===== src/rtl/apb_timer_pkg.sv =====
// rtl/apb_timer_pkg.sv - shared constants and types for the APB timer responder
//
// Holds register word indices (PADDR[4:2]), CTRL/STATUS bit positions,
// the APB transfer state enum and the data width.
package apb_timer_pkg;

  localparam int DATA_W = 32;

  // Register word indices; byte offset = index * 4.
  localparam logic [2:0] REG_CTRL     = 3'd0;  // 0x00
  localparam logic [2:0] REG_LOAD     = 3'd1;  // 0x04
  localparam logic [2:0] REG_VALUE    = 3'd2;  // 0x08
  localparam logic [2:0] REG_STATUS   = 3'd3;  // 0x0C
  localparam logic [2:0] REG_SCRATCH  = 3'd4;  // 0x10
  localparam logic [2:0] REG_PRESCALE = 3'd5;  // 0x14

  localparam int CTRL_EN       = 0;
  localparam int CTRL_PERIODIC = 1;
  localparam int CTRL_IE       = 2;
  localparam int STATUS_PEND   = 0;

  typedef enum logic [1:0] {
    ST_IDLE = 2'd0,
    ST_WAIT = 2'd1,
    ST_DONE = 2'd2
  } apb_state_t;

endpackage


===== src/rtl/apb_timer_core.sv =====
// rtl/apb_timer_core.sv - tick generation and down-counter state of the APB timer
//
// Optional feature macro: APB_TIMER_PRESCALE_EN (adds the i_prescale port).
// Ports:
//   i_clk, i_rst      clock, asynchronous active-high reset
//   i_prescale        tick divider (tick every i_prescale+1 cycles), macro builds only
//   i_ctrl_wr         CTRL write commits this cycle, i_ctrl_en is the written EN bit
//   i_periodic        current CTRL.PERIODIC
//   i_load_wr         LOAD write commits this cycle, i_load_data is the written value
//   i_load            current LOAD register, used for periodic reload
//   i_pend_clr        W1C of STATUS.PEND commits this cycle
//   o_en, o_value, o_pend   timer state flops
module apb_timer_core
  import apb_timer_pkg::*;
(
  input  logic              i_clk,
  input  logic              i_rst,
`ifdef APB_TIMER_PRESCALE_EN
  input  logic [DATA_W-1:0] i_prescale,
`endif
  input  logic              i_ctrl_wr,
  input  logic              i_ctrl_en,
  input  logic              i_periodic,
  input  logic              i_load_wr,
  input  logic [DATA_W-1:0] i_load_data,
  input  logic [DATA_W-1:0] i_load,
  input  logic              i_pend_clr,
  output logic              o_en,
  output logic [DATA_W-1:0] o_value,
  output logic              o_pend
);

  logic              r_en;
  logic [DATA_W-1:0] r_value;
  logic              r_pend;
  logic              w_tick;
  logic              w_expire;

`ifdef APB_TIMER_PRESCALE_EN
  logic [DATA_W-1:0] r_pre_cnt;

  // >= rather than == so a PRESCALE lowered below the running count
  // still produces a tick instead of wrapping the full counter range.
  assign w_tick = r_en && (r_pre_cnt >= i_prescale);

  always_ff @(posedge i_clk or posedge i_rst) begin
    if (i_rst) begin
      r_pre_cnt <= '0;
    end else if (i_ctrl_wr || i_load_wr || !r_en || w_tick) begin
      r_pre_cnt <= '0;
    end else begin
      r_pre_cnt <= r_pre_cnt + DATA_W'(1);
    end
  end
`else
  assign w_tick = r_en;
`endif

  assign w_expire = w_tick && (r_value == '0);

  always_ff @(posedge i_clk or posedge i_rst) begin
    if (i_rst) begin
      r_en    <= 1'b0;
      r_value <= '0;
      r_pend  <= 1'b0;
    end else begin
      // Expiry set wins over a same-cycle W1C clear.
      if (w_expire) begin
        r_pend <= 1'b1;
      end else if (i_pend_clr) begin
        r_pend <= 1'b0;
      end

      // A LOAD write overrides whatever the tick would have done to VALUE.
      if (i_load_wr) begin
        r_value <= i_load_data;
      end else if (w_tick) begin
        if (r_value == '0) begin
          r_value <= i_periodic ? i_load : r_value;
        end else begin
          r_value <= r_value - DATA_W'(1);
        end
      end

      // A CTRL write of EN overrides the one-shot auto-clear.
      if (i_ctrl_wr) begin
        r_en <= i_ctrl_en;
      end else if (w_expire && !i_periodic) begin
        r_en <= 1'b0;
      end
    end
  end

  assign o_en    = r_en;
  assign o_value = r_value;
  assign o_pend  = r_pend;

endmodule


===== src/rtl/apb_timer_resp.sv =====
// rtl/apb_timer_resp.sv - APB3 responder with a 32-bit down-counter timer
//
// Optional feature macro: APB_TIMER_PRESCALE_EN (PRESCALE register at 0x14).
// Ports:
//   FAB_CLK, FAB_RESET   clock, asynchronous active-high reset
//   PSEL, PENABLE, PWRITE, PADDR, PWDATA   APB request
//   PRDATA, PREADY, PSLVERR                APB response (registered)
//   TIMER_INT                              level interrupt, PEND & IE
// One wait state per transfer: setup -> WAIT (PREADY=0) -> DONE (PREADY=1).
module apb_timer_resp
  import apb_timer_pkg::*;
#(
  parameter int ADDR_W     = 8,
  parameter int PRESCALE_W = 16
) (
  input  logic              FAB_CLK,
  input  logic              FAB_RESET,
  input  logic              PSEL,
  input  logic              PENABLE,
  input  logic              PWRITE,
  input  logic [ADDR_W-1:0] PADDR,
  input  logic [DATA_W-1:0] PWDATA,
  output logic [DATA_W-1:0] PRDATA,
  output logic              PREADY,
  output logic              PSLVERR,
  output logic              TIMER_INT
);

  apb_state_t        r_state;
  logic [2:0]        r_idx;
  logic              r_upper_err;
  logic              r_write;
  logic [DATA_W-1:0] r_wdata;
  logic [DATA_W-1:0] r_prdata;
  logic              r_pready;
  logic              r_pslverr;

  logic              r_periodic;
  logic              r_ie;
  logic [DATA_W-1:0] r_load;
  logic [DATA_W-1:0] r_scratch;

  logic              w_en;
  logic [DATA_W-1:0] w_value;
  logic              w_pend;
  logic              w_err;
  logic [DATA_W-1:0] w_rdata;
  logic              w_commit;
  logic              w_unused_addr;

  // Byte lane bits are ignored; accesses are word aligned.
  assign w_unused_addr = ^PADDR[1:0];

`ifdef APB_TIMER_PRESCALE_EN
  logic [PRESCALE_W-1:0] r_prescale;
  logic [DATA_W-1:0]     w_prescale;
  assign w_prescale = {{(DATA_W-PRESCALE_W){1'b0}}, r_prescale};
`else
  logic [PRESCALE_W-1:0] w_unused_prescale;
  assign w_unused_prescale = '0;
`endif

  // Decode of the latched address; stable from setup until the end of DONE.
  always_comb begin
    w_err   = r_upper_err;
    w_rdata = '0;
    case (r_idx)
      REG_CTRL:    w_rdata = {29'd0, r_ie, r_periodic, w_en};
      REG_LOAD:    w_rdata = r_load;
      REG_VALUE: begin
        w_rdata = w_value;
        if (r_write) begin
          w_err = 1'b1;
        end
      end
      REG_STATUS:  w_rdata = {31'd0, w_pend};
      REG_SCRATCH: w_rdata = r_scratch;
`ifdef APB_TIMER_PRESCALE_EN
      REG_PRESCALE: w_rdata = w_prescale;
`endif
      default:     w_err = 1'b1;
    endcase
  end

  always_ff @(posedge FAB_CLK or posedge FAB_RESET) begin
    if (FAB_RESET) begin
      r_state     <= ST_IDLE;
      r_idx       <= '0;
      r_upper_err <= 1'b0;
      r_write     <= 1'b0;
      r_wdata     <= '0;
      r_prdata    <= '0;
      r_pready    <= 1'b0;
      r_pslverr   <= 1'b0;
    end else begin
      case (r_state)
        ST_IDLE: begin
          if (PSEL && !PENABLE) begin
            r_state     <= ST_WAIT;
            r_idx       <= PADDR[4:2];
            r_upper_err <= |PADDR[ADDR_W-1:5];
            r_write     <= PWRITE;
            r_wdata     <= PWDATA;
          end
        end
        ST_WAIT: begin
          if (!PSEL) begin
            r_state <= ST_IDLE;
          end else begin
            r_state   <= ST_DONE;
            r_pready  <= 1'b1;
            r_pslverr <= w_err;
            r_prdata  <= (r_write || w_err) ? '0 : w_rdata;
          end
        end
        ST_DONE: begin
          r_state   <= ST_IDLE;
          r_pready  <= 1'b0;
          r_pslverr <= 1'b0;
          r_prdata  <= '0;
        end
        default: r_state <= ST_IDLE;
      endcase
    end
  end

  // Writes take effect on the edge that ends the DONE cycle.
  assign w_commit = (r_state == ST_DONE) && r_write && !r_pslverr;

  always_ff @(posedge FAB_CLK or posedge FAB_RESET) begin
    if (FAB_RESET) begin
      r_periodic <= 1'b0;
      r_ie       <= 1'b0;
      r_load     <= '0;
      r_scratch  <= '0;
`ifdef APB_TIMER_PRESCALE_EN
      r_prescale <= '0;
`endif
    end else if (w_commit) begin
      case (r_idx)
        REG_CTRL: begin
          r_periodic <= r_wdata[CTRL_PERIODIC];
          r_ie       <= r_wdata[CTRL_IE];
        end
        REG_LOAD:    r_load    <= r_wdata;
        REG_SCRATCH: r_scratch <= r_wdata;
`ifdef APB_TIMER_PRESCALE_EN
        REG_PRESCALE: r_prescale <= r_wdata[PRESCALE_W-1:0];
`endif
        default: ;
      endcase
    end
  end

  apb_timer_core u_core (
    .i_clk       (FAB_CLK),
    .i_rst       (FAB_RESET),
`ifdef APB_TIMER_PRESCALE_EN
    .i_prescale  (w_prescale),
`endif
    .i_ctrl_wr   (w_commit && (r_idx == REG_CTRL)),
    .i_ctrl_en   (r_wdata[CTRL_EN]),
    .i_periodic  (r_periodic),
    .i_load_wr   (w_commit && (r_idx == REG_LOAD)),
    .i_load_data (r_wdata),
    .i_load      (r_load),
    .i_pend_clr  (w_commit && (r_idx == REG_STATUS) && r_wdata[STATUS_PEND]),
    .o_en        (w_en),
    .o_value     (w_value),
    .o_pend      (w_pend)
  );

  assign PRDATA    = r_prdata;
  assign PREADY    = r_pready;
  assign PSLVERR   = r_pslverr;
  assign TIMER_INT = w_pend & r_ie;

endmodule


===== config.mk =====
export PLATFORM = sky130hd
export DESIGN_NAME = apb_timer_resp
export DESIGN_NICKNAME = d
export VERILOG_FILES = /design/src/rtl/apb_timer_pkg.sv /design/src/rtl/apb_timer_core.sv /design/src/rtl/apb_timer_resp.sv
export SDC_FILE = /design/constraint.sdc
export NUM_CORES = 1
export LEC_CHECK = 0
export CAP_MARGIN = 15
export CORE_AREA = 2 2 132 134
export DETAILED_ROUTE_END_ITERATION = 10
export DIE_AREA = 0 0 134 136
export GPL_TIMING_DRIVEN = 0
export HOLD_SLACK_MARGIN = 0.05
export MAX_ROUTING_LAYER = met4
export PLACE_DENSITY = 0.7
export SLEW_MARGIN = 20
export SYNTH_ARGS = -nofsm -noshare
export SYNTH_HDL_FRONTEND = slang
export SYNTH_SLANG_ARGS = --single-unit

===== constraint.sdc =====
create_clock -name FAB_CLK -period 8.15 [get_ports FAB_CLK]
set_input_delay 2.445 -clock FAB_CLK [delete_from_list [all_inputs] [get_ports FAB_CLK]]
set_output_delay 2.445 -clock FAB_CLK [all_outputs]
set_load 0.1 [all_outputs]

==> impl_results.md <==
- CTS Buffer Depth: 2
- Final hold viol count: 0
- Share of post-route cells with drive strength above 1: 0.1319
- CP Data Required Time: 5.71 ns
- DRC: 0
- Total gr overflow: 0
- Crit path depth: 2
- Hold-fix buffers, CTS: 0
- Syn nets: 877
- Fin Clk Skew: 0.008736 ns
- H-tree Lvls: 4
- Max-slew violation count: 0
- Final HPWL DP: 15600 um
- Via count: 6831
- Die Wd: 134 um
- Register area share after synthesis: 0.5263
- Wire per inst: 19.36 um
- Worst hold path class: flop to flop
- # diodes: 0
- Final period util: 0.5602
- Post-synthesis cell area: 8225 sq um
- GR peak layer: met2
- First DRT Iteration DRCs: 613
- Pwr dens: 287.4 nW/um^2
- Synth cell types: 61
- # setup viols final: 0
- IO Port Bufs: 77
- Setup ws final: 3.584 ns
- R2R depth: 6
- Cells after synthesis: 830
- Placed insts: 1134
- GRT Util Overall: 0.2707
- DRT Pass-1 Iters: 5
- Die Span Y: 136 um
- F_max: 219.0 MHz
- Setup Crit Path Kind: flop to output pin
- Layout area overhead: 21.14%
- FFs w/ async S/R, synth: 1.000
- Unrepaired setup endpoints after global routing: false
- Clock Sinks: 173
- Met1 Track Usage GR: 0.3421
- Mean area per synthesized cell: 9.910 sq um
- Family with the most delay on the worst path: buffers and inverters
- Post-synth EDFFs: 0
- GR Util met2: 0.4305
- Critical path cell sequence: and2_1, clkdlybuf4s50_1
- Synth warn: 0
- Slew Limit Headroom: 0.2730
- Hold depth: 2
- CTS Buf Count: 17
- CP Launch Type: flop
- Vias in the first global route: 6883
- Largest net degree at the start of global routing: 70
- Die ar.: 18220 sq um
- Total Routed Length: 22550 um
- Leakage power: 4.323 nW
- Reg clk slew, reported paths: 0.06 ns
- Power Total: 2.864 mW
- PostCTS Resize Cnt: 0
- CTS tree: done
- Worst-path fanout max: 3
- Tightest Pin Transition: 1.076 ns
- Root Buffer: clkbuf_16
- Final Critical Period: 4.566 ns
- Area share of the leading cell type in the synthesized netlist: 0.5263
- Peak VDD IR: 0.1733 mV
- Most frequent cells in the layout: dfrtp_1, nand2_1, clkdlybuf4s50_1
- Place WS: 3.115 ns
- Critical path's slowest cell: clkdlybuf4s50_1
- Top-level I/O count: 80
- Commonest non-fill, non-tap cell in the layout: dfrtp_1
- Final Non-Filler Cells: 1165
- Via-per-instance ratio: 5.864
- WP buf/inv: 1
- Nets: 975
- Initial antenna violation count: 0
- Routed Antenna Nets: 0
- Met3 Usage GRT: 0.05034
- Initial Util: 0.4874
- Arrival @ worst endpoint: 2.12 ns
- Crit-path max cell delay: 1.13 ns
- Top FF cell, synth: dfrtp_1
- Final estimated routing congestion in global placement: 0.9120
- Core ar.: 16880 sq um
- Post-CTS setup buffers: 0
- Area contributors post-synth: dfrtp_1, mux2_2, nand2_1
- First-pass GRT wire length: 36680 um
- Status: finished, final reports clean
- Synth Register Bits: 173
- Max-Cap Viols: 0
- Worst skew pair latency: 0.44 ns
- Largest area contributor in the netlist: dfrtp_1
- Rows: 48
- Worst setup EP type: output pin
-- power by group --
part           internal, mW  total [mW]  switching (mW)  leakage, nW
sequential             1.01        1.18           0.169         2.29
combinational         0.335       0.819           0.484         1.74
clock                 0.527       0.861           0.334        0.291
total                  1.88        2.86           0.988         4.32
-- worst paths after layout --
| check | end | slack [ns] | start |
|---|---|---|---|
| setup / recovery | TIMER_INT | 3.58 | u_core.o_pend |
| min in group asynchronous | PRDATA[8] | 2.41 | FAB_RESET |
| hold / removal | PRDATA[27] | 0.48 | PRDATA[27] |
| setup reg to reg | u_core.o_value[7] | 4.68 | r_state[0] |
| max in group asynchronous | PRDATA[21] | 4.77 | FAB_RESET |
| hold reg to reg | PRDATA[27] | 0.48 | PRDATA[27] |
-- metrics by stage --
stage          hold WS (ns)  setup TNS [ns]  cell area, sq um  utilization
5_1_grt              0.5089               0              9965       0.5905
3_3_place_gp         0.4604         -237.18              9278       0.5497
3_5_place_dp         0.4702               0              9340       0.5535
2_1_floorplan        0.4602               0              8225            -
6_report             0.4757               0              9965       0.5905
4_1_cts              0.4838               0              9965       0.5905
-- state kept, by name (all words and copies together), names as in the netlist --
name	cells
u_core.o_value	32
r_scratch	32
u_core.o_en	1
r_load	32
u_core.o_pend	1
r_idx	3
PREADY	1
r_write	1
r_ie	1
r_state	2
PRDATA	32
r_upper_err	1
r_periodic	1
r_wdata	32
PSLVERR	1
-- tightest hold or removal path: stages (launching register included) --
cell and delay, ns:
dfrtp_1 0.34, nand2_1 0.04, o21ai_0 0.06
-- cells in the mapped netlist (all sizes together) (2+ instances only) --
cell type and n:
a211o 4, a211oi 6, a21oi 54, a221o 9, a22oi 39, a31oi 4
a41oi 2, and2 4, and3 3, buf 12, clkbuf 49, dfrtp 173
ha 2, inv 9, mux2 69, mux2i 2, nand2 167, nand3 18
nand4 8, nor2 53, nor2b 2, nor3 17, nor3b 2, nor4 9
nor4b 2, o211ai 11, o21ai 46, o22a 3, o31ai 2, o32a 3
o41ai 4, or3 7, or4 5, or4b 2, xnor2 11, xor2 3
-- cells by family after synthesis --
logic type,count (synthesis),share of synthesized area
and+or+nand+nor,305,0.1666
adders and majority gates,2,0.003042
DFF,173,0.5263
AOI/OAI and AO/OA,195,0.1553
muxes,71,0.09690
buffers and inverters,70,0.03696
xor gates and xnor gates,14,0.01491
-- layer usage --
metal	up-vias	wire length [um]
li1	3167	-
met1	3346	9471
met2	265	10810
met3	53	1596
met4	0	678
met5	-	0
-- area by class of cell --
class	count	area (sq um)
multi-input cells	587	3592
clock buffers	21	460.4
clock inverters	10	163.9
repair buffers	79	825.8
well taps	225	281.5
plain buffers	61	270.3
flip-flops and latches	173	4329
fillers	1440	6912
inverters	9	41.29
Power figures use the tool's default switching activity.
